`src/rtl/keypad_scan_ctrl.sv`:
```
// keypad_scan_ctrl: timed column scan of a 4x4 active-low matrix keypad with
// press/release debouncing and a valid/ready key-event output.
module keypad_scan_ctrl #(
    parameter int unsigned SCAN_DIV = 1000,
    parameter int unsigned DEBOUNCE = 4
) (
    input  logic       clk,
    input  logic       reset_n,
    input  logic [3:0] kpr,
    output logic [3:0] kpc,
    output logic [3:0] key_code,
    output logic       key_valid,
    input  logic       key_ready,
    output logic       key_held
);

    typedef enum logic [1:0] {StScan, StDeb, StPress, StHold} state_e;

    localparam logic [15:0] DivLast = 16'(SCAN_DIV - 1);
    localparam logic [3:0]  DebN    = 4'(DEBOUNCE);
    localparam logic [3:0]  KpcInit = 4'b0111;

    logic [3:0]  sync1_q, rs_q;
    logic [15:0] div_q, div_d;
    state_e      state_q, state_d;
    logic [3:0]  kpc_q, kpc_d;
    logic [3:0]  row_l_q, row_l_d;
    logic [3:0]  cnt_q, cnt_d;
    logic [3:0]  rcnt_q, rcnt_d;
    logic [3:0]  key_code_q, key_code_d;
    logic        key_valid_q, key_valid_d;
    logic        key_held_q, key_held_d;

    logic       tick;
    logic       row_ok;
    logic       kpc_ok;
    logic       rel_done;
    logic [3:0] rcnt_upd;
    logic [3:0] kpc_rot;

    // Bit position of the single low bit of a one-cold pattern.
    function automatic logic [1:0] low_idx(input logic [3:0] v);
        logic [1:0] idx;
        case (v)
            4'b1110: idx = 2'd0;
            4'b1101: idx = 2'd1;
            4'b1011: idx = 2'd2;
            default: idx = 2'd3;
        endcase
        return idx;
    endfunction

    assign tick    = (div_q == DivLast);
    assign row_ok  = ($countones(~rs_q) == 1);
    assign kpc_ok  = kpc_q inside {4'b0111, 4'b1011, 4'b1101, 4'b1110};
    assign kpc_rot = {kpc_q[0], kpc_q[3:1]};

    // Two-flop synchronizer for the asynchronous row inputs.
    always_ff @(posedge clk) begin
        if (!reset_n) begin
            sync1_q <= 4'hF;
            rs_q    <= 4'hF;
        end else begin
            sync1_q <= kpr;
            rs_q    <= sync1_q;
        end
    end

    // Next-state logic: scan/debounce on ticks, handshake on every cycle.
    always_comb begin
        div_d       = tick ? 16'd0 : div_q + 16'd1;
        state_d     = state_q;
        kpc_d       = kpc_q;
        row_l_d     = row_l_q;
        cnt_d       = cnt_q;
        rcnt_d      = rcnt_q;
        key_code_d  = key_code_q;
        key_valid_d = key_valid_q;
        key_held_d  = key_held_q;

        // Release counter saturates so a long release never wraps.
        rcnt_upd = rcnt_q;
        if (tick) begin
            if (rs_q == 4'hF) rcnt_upd = (rcnt_q == DebN) ? rcnt_q : rcnt_q + 4'd1;
            else              rcnt_upd = 4'd0;
        end
        rel_done = tick && (rcnt_upd == DebN);

        if (!kpc_ok) begin
            state_d = StScan;
            kpc_d   = KpcInit;
            cnt_d   = 4'd0;
        end else begin
            unique case (state_q)
                StScan: begin
                    if (tick) begin
                        if (row_ok) begin
                            row_l_d = rs_q;
                            cnt_d   = 4'd1;
                            if (DebN == 4'd1) begin
                                state_d     = StPress;
                                key_code_d  = {low_idx(rs_q), low_idx(kpc_q)};
                                key_valid_d = 1'b1;
                                key_held_d  = 1'b1;
                                rcnt_d      = 4'd0;
                            end else begin
                                state_d = StDeb;
                            end
                        end else begin
                            kpc_d = kpc_rot;
                        end
                    end
                end
                StDeb: begin
                    if (tick) begin
                        if (rs_q == row_l_q) begin
                            cnt_d = cnt_q + 4'd1;
                            if (cnt_q + 4'd1 == DebN) begin
                                state_d     = StPress;
                                key_code_d  = {low_idx(row_l_q), low_idx(kpc_q)};
                                key_valid_d = 1'b1;
                                key_held_d  = 1'b1;
                                rcnt_d      = 4'd0;
                            end
                        end else begin
                            cnt_d   = 4'd0;
                            state_d = StScan;
                            kpc_d   = kpc_rot;
                        end
                    end
                end
                StPress: begin
                    if (tick) begin
                        rcnt_d = rcnt_upd;
                        if (rel_done) key_held_d = 1'b0;
                    end
                    // The event is kept until accepted even if the key is already up.
                    if (key_valid_q && key_ready) begin
                        key_valid_d = 1'b0;
                        state_d     = (!key_held_q || rel_done) ? StScan : StHold;
                    end
                end
                StHold: begin
                    if (tick) begin
                        rcnt_d = rcnt_upd;
                        if (rel_done) begin
                            key_held_d = 1'b0;
                            state_d    = StScan;
                            kpc_d      = kpc_rot;
                        end
                    end
                end
                default: begin
                    state_d = StScan;
                    kpc_d   = KpcInit;
                end
            endcase
        end
    end

    // Controller state and registered outputs.
    always_ff @(posedge clk) begin
        if (!reset_n) begin
            div_q       <= 16'd0;
            state_q     <= StScan;
            kpc_q       <= KpcInit;
            row_l_q     <= 4'hF;
            cnt_q       <= 4'd0;
            rcnt_q      <= 4'd0;
            key_code_q  <= 4'd0;
            key_valid_q <= 1'b0;
            key_held_q  <= 1'b0;
        end else begin
            div_q       <= div_d;
            state_q     <= state_d;
            kpc_q       <= kpc_d;
            row_l_q     <= row_l_d;
            cnt_q       <= cnt_d;
            rcnt_q      <= rcnt_d;
            key_code_q  <= key_code_d;
            key_valid_q <= key_valid_d;
            key_held_q  <= key_held_d;
        end
    end

    assign kpc       = kpc_q;
    assign key_code  = key_code_q;
    assign key_valid = key_valid_q;
    assign key_held  = key_held_q;

endmodule

```
`config.mk`:
```
export PLATFORM = sky130hd
export DESIGN_NAME = keypad_scan_ctrl
export DESIGN_NICKNAME = d
export VERILOG_FILES = /design/src/rtl/keypad_scan_ctrl.sv
export SDC_FILE = /design/constraint.sdc
export NUM_CORES = 1
export LEC_CHECK = 0
export ABC_AREA = 1
export CORE_MARGIN = 5
export CORE_UTILIZATION = 59
export CTS_CLUSTER_DIAMETER = 50
export DETAILED_ROUTE_END_ITERATION = 7
export PLACE_DENSITY_LB_ADDON = 0.05
export SYNTH_ARGS = -nofsm -noshare
export SYNTH_HDL_FRONTEND = slang
export SYNTH_SLANG_ARGS = --single-unit
```
`constraint.sdc`:
```
create_clock -name clk -period 2.8 [get_ports clk]
set_clock_uncertainty 0.1 [all_clocks]
set_input_delay 0.56 -clock clk [delete_from_list [all_inputs] [get_ports clk]]
set_output_delay 0.56 -clock clk [all_outputs]
set_load 0.01 [all_outputs]
```
==> results of run 1 <==
==> cell type report <==
| type | count | area share (%) |
|---|---|---|
| multi-input cells | 286 | 49.7 |
| flip-flops and latches | 48 | 32.2 |
| inverters | 53 | 6.66 |
| repair buffers | 17 | 5.61 |
| clock buffers | 5 | 2.30 |
| well taps | 52 | 2.18 |
| clock inverters | 3 | 1.42 |
==> worst register-to-register path, stage by stage, from the launching register on <==
cell	delay, ns
dfxtp_1	0.36
fa_1	0.54
inv_1	0.04
ha_1	0.17
ha_1	0.26
nand3b_1	0.19
nor2_1	0.28
inv_1	0.09
nand3_1	0.09
nor2_1	0.10
a21oi_1	0.17
nor2_1	0.06
==> synthesized netlist by cell type <==
| cell | number |
|---|---|
| nand2_1 | 84 |
| nor2_1 | 57 |
| dfxtp_1 | 48 |
| inv_1 | 44 |
| nand3_1 | 38 |
| o21ai_0 | 23 |
| a21oi_1 | 21 |
| or2_2 | 9 |
| ha_1 | 8 |
| inv_2 | 8 |
| nand4_1 | 6 |
| nor2_2 | 6 |
| xor2_1 | 6 |
| nand2_2 | 5 |
| nor3_1 | 4 |
| nor3b_1 | 3 |
| buf_2 | 2 |
| clkbuf_1 | 2 |
| nor3_4 | 2 |
| xnor2_1 | 2 |
| clkinv_1 | 1 |
| fa_1 | 1 |
| nand3b_1 | 1 |
| nand4_4 | 1 |
| nor2_4 | 1 |
| nor3_2 | 1 |
| nor3b_2 | 1 |
| o211a_1 | 1 |
| o211ai_1 | 1 |
| o21ai_1 | 1 |
| o21bai_1 | 1 |
| o31ai_1 | 1 |
| xor2_2 | 1 |
==> metal layers <==
layer | GRT usage (%) | up-vias
met5 | 0 | -
met4 | 3.09 | 0
met3 | 3.51 | 5
met2 | 31.1 | 29
met1 | 24.7 | 1086
li1 | - | 1291
==> final timing paths <==
check | cells after the start | slack [ns] | startpoint | end
setup reg to reg | 11 | 0.25 | rs_q[0] | kpc[3]
hold reg to reg | 1 | 0.32 | sync1_q[3] | rs_q[3]
hold / removal | 1 | 0.32 | sync1_q[3] | rs_q[3]
setup / recovery | 11 | 0.25 | rs_q[0] | kpc[3]
==> flip-flops by register name, indices dropped and copies added (netlist names) <==
| name | flops |
|---|---|
| div_q | 16 |
| cnt_q | 4 |
| key_code | 4 |
| kpc | 4 |
| rcnt_q | 4 |
| row_l_q | 4 |
| rs_q | 4 |
| sync1_q | 4 |
| state_q | 2 |
| key_held | 1 |
| key_valid | 1 |
==> layout by cell type, fill, tap and decap left out, drive strengths merged <==
cell,n
buf,1
nand4,7
fa,1
nor3b,4
nor3,7
nor2,64
a21oi,21
xor2,7
dfxtp,48
nand3,38
o211a,1
o31ai,1
clkinvlp,1
nand2,89
xnor2,2
bufinv,1
o21ai,24
inv,52
or2,9
clkdlybuf4s50,16
ha,8
clkinv,2
o21bai,1
nand3b,1
o211ai,1
clkbuf,5
==> metrics by stage <==
| step | area (sq um) | total power [uW] |
|---|---|---|
| floorplan | 2660 | 752 |
| global placement | 2880 | 770 |
| detailed placement | 2880 | 772 |
| CTS | 2990 | 1270 |
| global route | 2990 | 1310 |
| finish | 2990 | 1260 |
==> where the power goes <==
| group | internal (uW) | leakage (uW) | switching, uW |
|---|---|---|---|
| Clock | 264 | 0.0000541 | 236 |
| Combinational | 24.0 | 0.000842 | 33.9 |
| Sequential | 691 | 0.000389 | 7.10 |
| Total | 979 | 0.00129 | 277 |
==> kinds of logic after synthesis <==
kind of cell             count (synthesis)
AO/OA/AOI/OAI                           49
XOR/XNOR                                 9
adder cells (fa/ha/maj)                  9
buffers and inverters                   57
flip-flops                              48
AND/OR/NAND/NOR                        219
==> reports/qor.csv, run 1 <==
stage;metric;value;unit
status;status;finished, final reports clean;
synthesis;synth_compound_area_share;9.69;%
clock_network;cts-root-buf;clkbuf_8;
synthesis;ys_warn_count;0;
sta;slew-limit-headroom;57.9;%
critical_path;endpoint_kind;flop;
sta;worst_pin_slew;0.629;ns
floorplanning;dieArea;0.00595;sq mm
synthesis;synth-xor-area-share;3.24;%
synthesis;yosys.area_share.simple;38.3;%
sta;period_needed;2.55;ns
synthesis;synth_top_area_share;36.1;%
synthesis;synth_fp_nets;407;
detailed_routing;dr.max_layer_used;met4;
synthesis;synthAdderAreaFrac;4.51;%
clock_network;cts_setup_buffers;0;
floorplanning;pin_count;17;
synthesis;synthCells;391;
placed_design;place_inst;456;
grt;grt_usage;18.4;%
placed_design;port_buffers;16;
placed_design;gp_congestion;0.832;
grt;antenna_found_initial;0;
layout;utilization;68.6;%
synthesis;synth_area_leaders;dfxtp_1, nand2_1, nor2_1, nand3_1, inv_1;
critical_path;crit_buf_inv;2;
sta;final.period_utilization;91.1;%
synthesis;synth_top_family_by_area;simple AND/OR/NAND/NOR gates;
floorplanning;core;0.00435;sq mm
clock_network;cts_tree;done;
sta;hold_violations;0;
sta;rsz0062_at_grt;no;
layout;nNetsFinal;427;
placed_design;pre_cts_slack;0.258;ns
clock_network;cts_max_path_buffers;2;
detailed_routing;vias;2411;
detailed_routing;drc;0;
power_and_ir_drop;ir_drop;0.000305;V
critical_path;cp_common_cell;nor2_1;
critical_path;path_max_fanout;5;
critical_path;slowest_delay;0.54;ns
clock_network;numCtsBuffers;5;
floorplanning;die_w;77.2;um
sta;tns;0;ns
floorplanning;start_util;61.1;%
detailed_routing;drt_wl_total;5.24;mm
synthesis;ys_seq_area_share;36.1;%
layout;n_antenna_cell;0;
layout;area_growth;12.3;%
synthesis;synth_mux_area_share;0;%
detailed_routing;viasPerCell;5.20;
synthesis;postSynthAreaPerCell;6.81;sq um
critical_path;path_cells;fa_1 -> inv_1 -> ha_1 -> ha_1 -> nand3b_1 -> nor2_1 -> inv_1 -> nand3_1 -> nor2_1 -> a21oi_1 -> nor2_1;
critical_path;critPathRequiredTime;2.90;ns
synthesis;synth_area_leader_cell;dfxtp_1;
detailed_routing;drt_iter0_markers;121;
critical_path;path_delay_family;adder cells;
floorplanning;num_rows;24;
layout;drive_gt1_share;10.7;%
job;maxCapViolCount;0;
clock_network;clock_latency;0.30;ns
sta;setup_violations;0;
sta;setup_ws;0.249;ns
synthesis;ys_ff_latch;48;
detailed_routing;first_pass_iters;4;
floorplanning;die_y;77.2;um
grt;grt_pass1_vias;2147;
layout;area.sequential;961;sq um
worst_hold_path;holdCritPathClass;reg2reg;
detailed_routing;dr_wl_met3;167;um
clock_network;clk_pin_slew_worst_paths;0.09;ns
critical_path;cp-start-kind;flop;
synthesis;yosysUniqueCellTypes;33;
detailed_routing;wl_per_cell;11.3;um
layout;stdcell_count;464;
grt;grt_overflow;0;
sta;max_freq;0.392;GHz
layout;fillers;390;
critical_path;worst_path_max_delay_cell;fa_1;
critical_path;cp.arrival;2.66;ns
layout;multi_input_area;0.00148;sq mm
detailed_routing;wl_met2;2.46;mm
power_and_ir_drop;p_leak;0.00129;uW
detailed_routing;drt-met1-wl;2.57;mm
sta;drv_slew;0;
clock_network;clock-sinks;48;
critical_path;criticalPathCategory;reg2reg;
grt;grt_max_degree;17;
detailed_routing;antenna_left;0;
clock_network;holdBufCountCts;0;
clock_network;cts_max_level;2;
synthesis;synth.cell_area;0.00266;sq mm
clock_network;cts-resized-gates;0;
sta;fin_hold_ws;0.319;ns
placed_design;dp_hpwl;4.03;mm
power_and_ir_drop;power_density;421;mW/mm^2
grt;grt_pass1_wl;9.45;mm
(Power assumes the default switching activity.)
==> inputs of run 2 (changes only) <==
--- a/config.mk
+++ b/config.mk
@@ -10,7 +10,7 @@
 export CORE_UTILIZATION = 59
 export CTS_CLUSTER_DIAMETER = 50
 export DETAILED_ROUTE_END_ITERATION = 7
-export PLACE_DENSITY_LB_ADDON = 0.05
+export PLACE_DENSITY = 0.91
 export SYNTH_ARGS = -nofsm -noshare
 export SYNTH_HDL_FRONTEND = slang
 export SYNTH_SLANG_ARGS = --single-unit
==> run 2 against run 1 <==
Global-route usage increased by 1.1 points. Non-clock buffer count unchanged. Largest cell class unchanged. Wire length increased by 2.7%. Final cell count unchanged. Fmax decreased by 2.0%. Critical path depth unchanged. Via count increased by 2.5%. Critical path type unchanged. Critical endpoint unchanged. Combinational power increased by 4.5%. Sequential share of layout area about the same. Worst hold slack improved by 0.0019 ns. Sequential power about the same. Clock-buffer cell count increased by 1.
==> reports/qor.csv, run 2 (synthesis gave the netlist of run 1 again) <==
stage;metric;value;unit;change
status;status;finished, final reports clean;;
power_and_ir_drop;power_density;420;mW/mm^2;about the same
detailed_routing;viasPerCell;5.33;;+2.5%
sta;drv_slew;0;;unchanged
critical_path;crit_buf_inv;2;;unchanged
job;maxCapViolCount;0;;unchanged
critical_path;criticalPathCategory;reg2reg;;
worst_hold_path;hold_end;rs_q[1];;
grt;antenna_found_initial;0;;unchanged
critical_path;slowest_delay;0.56;ns;+0.02 ns
worst_hold_path;holdCritPathClass;reg2reg;;
floorplanning;die_y;77.2;um;unchanged
layout;area_growth;12.3;%;about the same
critical_path;cp-start-kind;flop;;
sta;period_needed;2.60;ns;+0.0512 ns
placed_design;dpl_cell_area;0.00288;sq mm;unchanged
detailed_routing;drt_iter0_markers;162;;+34%
sta;tns;0;ns;unchanged
detailed_routing;drc;0;;unchanged
floorplanning;die_w;77.2;um;unchanged
critical_path;worst_path_max_delay_cell;fa_1;;
clock_network;cts_max_level;2;;unchanged
clock_network;clk_pin_slew_worst_paths;0.09;ns;about the same
floorplanning;pin_count;17;;unchanged
critical_path;path_max_fanout;5;;unchanged
sta;final.period_utilization;92.9;%;+1.8 points
clock_network;holdBufCountCts;0;;unchanged
detailed_routing;vias;2472;;+2.5%
grt;grt_pass1_vias;2364;;+10%
power_and_ir_drop;ir_drop;0.000368;V;+20%
layout;n_antenna_cell;0;;unchanged
grt;grt_pass1_wl;9.80;mm;+3.8%
critical_path;critPathRequiredTime;2.90;ns;about the same
placed_design;dp_hpwl;4.03;mm;about the same
layout;fillers;377;;-3.3%
critical_path;r2r_cells;11;;unchanged
critical_path;endpoint_kind;flop;;
floorplanning;start_util;61.1;%;unchanged
detailed_routing;first_pass_iters;6;;+2
critical_path;path_cells;fa_1 -> inv_1 -> ha_1 -> ha_1 -> nand3b_1 -> nor2_2 -> inv_1 -> nand3_1 -> nor2_2 -> a21oi_1 -> nor2_1;;
sta;setup_violations;0;;unchanged
clock_network;cts_max_path_buffers;2;;unchanged
layout;layout_common_cells;nand2_1, nor2_1, dfxtp_1;;
grt;grt_usage;19.5;%;+1.1 points
sta;rsz0062_at_grt;no;;
sta;worst_pin_slew;0.593;ns;-0.0360 ns
critical_path;r2r_setup_slack;0.20;ns;-0.05 ns
grt;grt_max_degree;17;;unchanged
worst_hold_path;hold_depth;1;;unchanged
layout;largest_reg_flops;16;;unchanged
critical_path;regToRegEndpoint;kpc[3];;
clock_network;clock-sinks;48;;unchanged
placed_design;gp_congestion;0.895;;+7.6%
clock_network;cts-root-buf;clkbuf_8;;
layout;stdcell_count;464;;unchanged
placed_design;port_buffers;16;;unchanged
floorplanning;num_rows;24;;unchanged
worst_hold_path;hp-start;sync1_q[1];;
critical_path;cp.arrival;2.70;ns;+0.04 ns
floorplanning;dieArea;0.00595;sq mm;unchanged
critical_path;path_delay_family;adder cells;;
layout;largest-register;div_q;;
sta;slew-limit-headroom;60.3;%;+2.4 points
detailed_routing;drt_wl_total;5.38;mm;+2.7%
layout;fin_area;0.00299;sq mm;about the same
clock_network;clock_latency;0.31;ns;about the same
grt;grt_overflow;0;;unchanged
layout;drive_gt1_share;10.9;%;+0.24 points
layout;layout_commonest_cell;nand2_1;;
sta;max_freq;0.384;GHz;-2.0%
clock_network;cts_tree;done;;
power_and_ir_drop;p_leak;0.00129;uW;about the same
critical_path;r2r_start;rs_q[0];;
detailed_routing;wl_per_cell;11.6;um;+2.7%
floorplanning;core;0.00435;sq mm;unchanged
clock_network;numCtsBuffers;5;;unchanged
detailed_routing;antenna_left;0;;unchanged
layout;nNetsFinal;427;;unchanged
sta;hold_violations;0;;unchanged
layout;utilization;68.6;%;about the same
placed_design;place_inst;456;;unchanged
-- run 2: cell count changes in the layout (fill, tap and decap cells not counted), sizes merged --
cell      change
clkbuf        +1
clkinvlp      -1
-- run 2: worst max path at each step --
stage	from	to	depth (start not counted)
floorplan	rs_q[0]	kpc[3]	11
global placement	rs_q[0]	kpc[3]	11
detailed placement	rs_q[0]	kpc[0]	12
CTS	rs_q[0]	kpc[0]	12
global route	rs_q[0]	kpc[2]	12
finish	rs_q[0]	kpc[3]	11
-- run 2: layer usage --
metal | track usage (%) | wire (um)
met1 | 22.8 | 2350
met2 | 34.5 | 2640
met3 | 3.75 | 266
met4 | 7.90 | 119
met5 | 0 | 0
-- run 2: area by class of cell --
type / count / area (sq um) / area share [%]
multi-input combinational: 286 / 1490 / 49.8
sequential: 48 / 961 / 32.1
inverter: 53 / 199 / 6.66
timing repair buffer: 17 / 168 / 5.61
clock buffer: 6 / 72.6 / 2.43
tap: 52 / 65.1 / 2.18
clock inverter: 2 / 35.0 / 1.17
-- run 2: repair_timing --
action	4_1_cts	5_1_grt
setup endpoints to repair	0	4
buffers inserted	0	0
gates resized for setup	0	2
-- run 2: stage by stage --
stage | hold WS (ns) | setup WS, ns | power (uW)
after floorplan | 0.293 | 0.467 | 752
after global placement | 0.298 | 0.378 | 769
after detailed placement | 0.301 | 0.207 | 772
after CTS | 0.322 | 0.142 | 1260
after global routing | 0.342 | 0.0430 | 1310
final | 0.321 | 0.198 | 1260
-- run 2: worst reg2reg max path: stages (launching register included) --
cell and delay, ns:
dfxtp_1 0.37, fa_1 0.56, inv_1 0.05, ha_1 0.18, ha_1 0.26, nand3b_1 0.23
nor2_2 0.22, inv_1 0.09, nand3_1 0.11, nor2_2 0.08, a21oi_1 0.19, nor2_1 0.08
-- run 2: power by group --
group / internal [uW] / total, uW / switching [uW]
Clock: 265 / 498 / 233
Combinational: 24.6 / 60.5 / 35.9
Sequential: 691 / 698 / 7.30
